$ cat src/rtl/cnn_pkg.sv
`default_nettype none
// ============================================================================
//  Module      : cnn_pkg
//  Description : Shared types and default geometry for the CNN pixel front end.
//  Revision    : 1.0 - initial release
// ============================================================================
package cnn_pkg;

    localparam int c_GS_BITS = 8;
    localparam int c_D_WIDTH = 16;
    localparam int c_IMG_DIM = 30;

    typedef enum logic [1:0] {
        IDLE = 2'd0,
        RECV = 2'd1,
        WAIT = 2'd2
    } ingress_state_t;

    // A 1x1 frame still needs a one-bit position field.
    function automatic int pos_width(input int n);
        return (n > 1) ? $clog2(n) : 1;
    endfunction

endpackage
`default_nettype wire

$ cat src/rtl/mod_N_counter.sv
`default_nettype none
// ============================================================================
//  Module      : mod_N_counter
//  Description : Enabled modulo-N up counter with a wrap strobe.
//  Revision    : 1.0 - initial release
// ============================================================================
module mod_N_counter #(
    parameter int N = 30,
    parameter int W = (N > 1) ? $clog2(N) : 1
) (
    input  logic         clk,
    input  logic         rst,
    input  logic         i_clear,
    input  logic         i_en,
    output logic [W-1:0] o_count,
    output logic         o_wrap
);

    localparam logic [W-1:0] c_MAX = W'(N - 1);

    logic [W-1:0] r_count;

    // Wrap is only meaningful on an enabled step, so it can chain counters.
    assign o_wrap  = i_en && (r_count == c_MAX);
    assign o_count = r_count;

    always_ff @(posedge clk or posedge rst) begin
        if (rst) begin
            r_count <= '0;
        end else if (i_clear) begin
            r_count <= '0;
        end else if (i_en) begin
            r_count <= (r_count == c_MAX) ? '0 : r_count + W'(1);
        end
    end

endmodule
`default_nettype wire

$ cat src/rtl/pixel_ingress.sv
`default_nettype none
// ============================================================================
//  Module      : pixel_ingress
//  Description : Raster-position tracking, widening and FIFO write of incoming
//                grayscale pixels; holds off after each frame until classified.
//  Revision    : 1.0 - initial release
// ============================================================================
module pixel_ingress
    import cnn_pkg::*;
#(
    parameter int GS_BITS   = c_GS_BITS,
    parameter int D_WIDTH   = c_D_WIDTH,
    parameter int IMG_DIM   = c_IMG_DIM,
    parameter int PIX_SHIFT = 0
) (
    input  logic                          clk,
    input  logic                          rst,
    input  logic                          clear_i,
    input  logic [GS_BITS-1:0]            pixel_i,
    input  logic                          pixel_i_valid,
    input  logic                          result_valid_i,
    input  logic                          fifo_full,
    output logic                          fifo_wr_en,
    output logic [D_WIDTH-1:0]            fifo_din,
    output logic [pos_width(IMG_DIM)-1:0] row_o,
    output logic [pos_width(IMG_DIM)-1:0] col_o,
    output logic                          frame_start_o,
    output logic                          frame_done_o,
    output logic                          busy_o,
    output logic                          overflow_o,
    output logic                          drop_o
);

    localparam int c_POS_W = pos_width(IMG_DIM);

    localparam logic [1:0] c_ST_IDLE = IDLE;
    localparam logic [1:0] c_ST_RECV = RECV;
    localparam logic [1:0] c_ST_WAIT = WAIT;

    logic [1:0]         r_state;
    logic [1:0]         w_state_nxt;
    logic               w_accept;
    logic               w_first;
    logic               w_last;
    logic [c_POS_W-1:0] w_col;
    logic [c_POS_W-1:0] w_row;
    logic               w_col_wrap;
    logic               w_row_wrap;
    logic [D_WIDTH-1:0] w_din;

    logic               r_wr_en;
    logic [D_WIDTH-1:0] r_din;
    logic [c_POS_W-1:0] r_row;
    logic [c_POS_W-1:0] r_col;
    logic               r_start;
    logic               r_done;
    logic               r_overflow;
    logic               r_drop;

    // Pixels are counted even when the FIFO is full so geometry stays aligned.
    assign w_accept = pixel_i_valid && (r_state != c_ST_WAIT);
    assign w_first  = w_accept && (r_state == c_ST_IDLE);
    assign w_last   = w_col_wrap && w_row_wrap;
    assign w_din    = D_WIDTH'(pixel_i) << PIX_SHIFT;

    mod_N_counter #(
        .N (IMG_DIM),
        .W (c_POS_W)
    ) u_col_cnt (
        .clk     (clk),
        .rst     (rst),
        .i_clear (clear_i),
        .i_en    (w_accept),
        .o_count (w_col),
        .o_wrap  (w_col_wrap)
    );

    mod_N_counter #(
        .N (IMG_DIM),
        .W (c_POS_W)
    ) u_row_cnt (
        .clk     (clk),
        .rst     (rst),
        .i_clear (clear_i),
        .i_en    (w_col_wrap),
        .o_count (w_row),
        .o_wrap  (w_row_wrap)
    );

    always_comb begin
        w_state_nxt = r_state;
        case (r_state)
            c_ST_IDLE: if (w_accept) w_state_nxt = w_last ? c_ST_WAIT : c_ST_RECV;
            c_ST_RECV: if (w_last)   w_state_nxt = c_ST_WAIT;
            c_ST_WAIT: if (result_valid_i) w_state_nxt = c_ST_IDLE;
            default:   w_state_nxt = c_ST_IDLE;
        endcase
    end

    always_ff @(posedge clk or posedge rst) begin
        if (rst) begin
            r_state    <= c_ST_IDLE;
            r_wr_en    <= 1'b0;
            r_din      <= '0;
            r_row      <= '0;
            r_col      <= '0;
            r_start    <= 1'b0;
            r_done     <= 1'b0;
            r_overflow <= 1'b0;
            r_drop     <= 1'b0;
        end else if (clear_i) begin
            r_state    <= c_ST_IDLE;
            r_wr_en    <= 1'b0;
            r_din      <= '0;
            r_row      <= '0;
            r_col      <= '0;
            r_start    <= 1'b0;
            r_done     <= 1'b0;
            r_overflow <= 1'b0;
            r_drop     <= 1'b0;
        end else begin
            r_state <= w_state_nxt;
            r_wr_en <= w_accept && !fifo_full;
            r_start <= w_first;
            r_done  <= w_last;
            if (w_accept) begin
                r_din <= w_din;
                r_row <= w_row;
                r_col <= w_col;
            end
            if (w_accept && fifo_full) begin
                r_overflow <= 1'b1;
            end
            // A pixel in the release cycle is still lost; the frame restarts after.
            if (pixel_i_valid && (r_state == c_ST_WAIT)) begin
                r_drop <= 1'b1;
            end
        end
    end

    assign fifo_wr_en    = r_wr_en;
    assign fifo_din      = r_din;
    assign row_o         = r_row;
    assign col_o         = r_col;
    assign frame_start_o = r_start;
    assign frame_done_o  = r_done;
    assign busy_o        = (r_state == c_ST_WAIT);
    assign overflow_o    = r_overflow;
    assign drop_o        = r_drop;

endmodule
`default_nettype wire

$ cat config.mk
export PLATFORM = sky130hd
export DESIGN_NAME = pixel_ingress
export DESIGN_NICKNAME = d
export VERILOG_FILES = /design/src/rtl/cnn_pkg.sv /design/src/rtl/mod_N_counter.sv /design/src/rtl/pixel_ingress.sv
export SDC_FILE = /design/constraint.sdc
export NUM_CORES = 1
export LEC_CHECK = 0
export CORE_MARGIN = 3
export CORE_UTILIZATION = 40
export DETAILED_ROUTE_END_ITERATION = 12
export GPL_TIMING_DRIVEN = 0
export PLACE_DENSITY = 0.66
export SLEW_MARGIN = 0
export SYNTH_ARGS = -nofsm -noshare
export SYNTH_HDL_FRONTEND = slang
export SYNTH_SLANG_ARGS = --single-unit
$ cat constraint.sdc
create_clock -name clk -period 2.05 [get_ports clk]
set_input_delay 0.205 -clock clk [delete_from_list [all_inputs] [get_ports clk]]
set_output_delay 0.205 -clock clk [all_outputs]
set_load 0.02 [all_outputs]
==> metrics.md, run 1 <==
| Metric | Value |
|---|---|
| Layout cells sized above 1 | 0.119 |
| Startpoint of the worst hold path | clear_i |
| Startpoint Class | register |
| First-pass GRT wire length | ~7400 microns |
| Post-synthesis register bit count | 35 |
| Die area | roughly 5200 sq um |
| Count of final hold-check violations | 0 |
| CTS Buf Count | 5 |
| Post-route insts no fill | 286 |
| Min Tclk post-route | about 1800 ps |
| Yosys warnings | 0 |
| Mapped cell area | 1760 sq um |
| MaxCap Viol Count | 0 |
| Kind of critical path | register to primary output |
| Final setup vio count | 0 |
| P_leak | a little over 0.001 uW |
| Critical Path RT | 1850 ps |
| Cts repair resizes | 1 |
| Via density | 5.53 |
| Initial antenna violation count | 0 |
| FF-to-FF path depth | 5 |
| Die width | 72.2 microns |
| # DRC | 0 |
| DRT iter0 DRCs | 120 |
| Hold Slack | 324 ps |
| Ant diodes | 0 |
| Layout area overhead | 32.2% |
| Max Clock Freq | 549 MHz |
| Max-slew violation count | 0 |
| Pwr/cell area | 660 nW/um^2 |
| Io pins | 46 |
| Critical path startpoint | r_state[0] |
| DRT Pass-1 Iters | 4 |
| Area leader, netlist | dfrtp_1 |
| Worst-path fanout max | 10 |
| HPWL Detailed | roughly 3000 microns |
| Reg-to-Reg Start | u_col_cnt.o_count[1] |
| Hold buffers post-CTS | 0 |
| WL final | roughly 4400 microns |
| Netlist cell types | 36 |
| Routability cong. | 0.828 |
| Wire per inst | 15.4 microns |
| DR vias | 1,581 |
| Pin count of the biggest net entering global routing | 36 |
| Async set-reset flop share out of synthesis | 1.00 |
| Syn avg cell area | 9.49 sq um |
| Cell count after placement | 278 |
| Fin nets | 253 |
| Peak supply drop | approximately 0.00038 V |
| Number of global-route vias before repair | ~1,600 |
| Sequential share of the synthesized area | 0.499 |
| Worst Max-Slew Pin Slew | 741 ps |
| Final worst-path cycle share | 0.888 |
| CP cell instances | nand2b_2 -> inv_2 -> buf_6 -> buf_2 -> dlygate4sd2_1 |
| Crit-path slowest cell | dfrtp_1 |
| H-tree depth | 2 |
| Fill cells | 411 |
| CP arrival | 1620 ps |
| Core area | 4120 sq um |
| CP endpoint kind | primary output |
| Buffers on Ports | 36 |
| Reg clk slew, reported paths | 70 ps |
| Post-CTS Setup Bufs | 0 |
| Die height | 72.2 microns |
| Worst min path class | primary input to register |
| Total grt overflow | 0 |
| CTS Sinks | 35 |
| CTS tree | done |
| Max-slew headroom | 0.505 |
| Total power | roughly 1500 uW |
| Clock Tree Root | clkbuf_8 |
| Detail Route Antenna Nets | 0 |
| Worst-Skew Late Latency | 290 ps |
| Final Skew | 10.2 ps |
| Initial Utilization | 0.427 |
| Hold path cells | 2 |
| EDFF count, synth | 0 |
| Fin Setup TNS | 0 ps |
| All-layer global routing usage | 0.181 |
| Status | completed |
| Post-synthesis cell count | 185 |
| Slowest cell delay on critical path | about 390 ps |
| Deepest clock path buffer count | 2 |
| RSZ-0062 raised after global routing | false |
| Final core utilization | 0.564 |
| Area share of the largest cell type after synthesis | 0.499 |
| Main synth FF type | dfrtp_1 |
| Synth top area cells | dfrtp_1, a21oi_1, o21ai_0 |
| Rows | 23 |
per-layer routing:
| metal | track usage | part of all wire | vias up |
|---|---|---|---|
| li1 | - | - | 772 |
| met1 | 0.248 | 0.46 | 747 |
| met2 | 0.279 | 0.46 | 56 |
| met3 | 0.0457 | 0.058 | 6 |
| met4 | 0.0605 | 0.012 | 0 |
| met5 | 0 | 0 | - |
Yosys cell counts (2+ instances only):
master and number:
nor2_1 6, dfrtp_1 35, nand4_1 4, ha_1 4, a21oi_1 23, o31ai_1 2, a311oi_1 2, nand2b_1 4
o21ai_0 20, clkbuf_1 11, and3_1 2, nor4_1 4, a41o_1 2, buf_2 6, a41oi_1 5, a31oi_1 3
inv_2 2, inv_1 3, or4_1 2, nor3_1 4, buf_4 8, nand3_1 19
layout make-up:
cell class,instances,area (sq um),area share
Sequential cell,35,876,0.377
Multi-Input combinational cell,125,739,0.319
Timing Repair Buffer,36,359,0.155
Buffer,27,148,0.0636
Clock buffer,6,82.6,0.0356
Tap cell,50,62.6,0.0270
Clock inverter,2,35.0,0.0151
Inverter,5,18.8,0.00809
path summary, 6_finish.rpt:
path	endpoint	slack [ps]
worst min register to register	frame_start_o	460
min in group asynchronous	row_o[4]	360
worst min-delay path	u_col_cnt.o_count[4]	320
max in group asynchronous	u_col_cnt.o_count[2]	1200
worst max-delay path	busy_o	230
worst max register to register	u_row_cnt.o_count[3]	360
critical path: cells and delay by family (launching register included):
family / cells / cell delay [ps]
buf+inv: 4 / 740
flops: 1 / 390
simple gates: 1 / 200
layout by cell type (no fill, tap or decap), types with 2 or more instances in the layout:
cell type / count
conb_1: 8
a311oi_1: 2
nand3_1: 19
a31oi_1: 3
nor3_1: 4
buf_4: 8
o21ai_0: 20
and3_1: 2
nor2_1: 6
clkbuf_8: 6
nand4_1: 4
a41o_1: 2
ha_1: 4
buf_2: 6
nand2b_1: 4
clkdlybuf4s50_1: 35
nor4_1: 4
a21oi_1: 23
dfrtp_1: 35
or4_1: 2
inv_2: 3
clkbuf_1: 11
a41oi_1: 5
inv_1: 2
o31ai_1: 2
per-stage QoR:
stage	instance area, sq um	setup slack, ps
2_1_floorplan	1780	517
3_3_place_gp	2200	237
3_5_place_dp	2200	208
4_1_cts	2320	219
5_1_grt	2320	156
6_report	2320	229
registers in the layout, indices dropped and copies added, names as in the netlist:
signal and flops:
fifo_din 8, col_o 5, row_o 5, u_col_cnt.o_count 5
u_row_cnt.o_count 5, r_state 2, drop_o 1, fifo_wr_en 1
frame_done_o 1, frame_start_o 1, overflow_o 1
where the power goes:
group | switching, uW | internal (uW) | total (uW)
Clock | 248 | 393 | 641
Sequential | 10.6 | 707 | 718
Combinational | 99.2 | 72.7 | 172
Total | 358 | 1170 | 1530
kinds of logic (layout without fill, tap and decap cells):
group	after synthesis	count (layout)	share of synthesized area
compound gates	63	63	0.220
simple gates	50	50	0.156
flops	35	35	0.499
buf+inv	32	76	0.0948
fa+ha+maj	4	4	0.0285
other cells	1	8	0.00214
(Power assumes the default switching activity.)
==> run 2, diff against run 1 <==
--- a/config.mk
+++ b/config.mk
@@ -7,6 +7,7 @@
 export LEC_CHECK = 0
 export CORE_MARGIN = 3
 export CORE_UTILIZATION = 40
+export CTS_CLUSTER_DIAMETER = 200
 export DETAILED_ROUTE_END_ITERATION = 12
 export GPL_TIMING_DRIVEN = 0
 export PLACE_DENSITY = 0.66
==> constraint.sdc (replaced) <==
create_clock -name clk -period 2.1 [get_ports clk]
set_input_delay 0.21 -clock clk [delete_from_list [all_inputs] [get_ports clk]]
set_output_delay 0.21 -clock clk [all_outputs]
set_load 0.02 [all_outputs]
==> results of run 2 <==
Same layout as run 1 (identical final DEF). Status: completed.
Among the figures that moved: setup slack after placement 208 ps -> 253 ps; setup slack after layout 229 ps -> 274 ps; hold slack 324 ps -> 329 ps; register-to-register setup slack 360 ps -> 410 ps; total power 1530 uW -> 1490 uW; worst IR drop on VDD 0.000383 V -> 0.000374 V
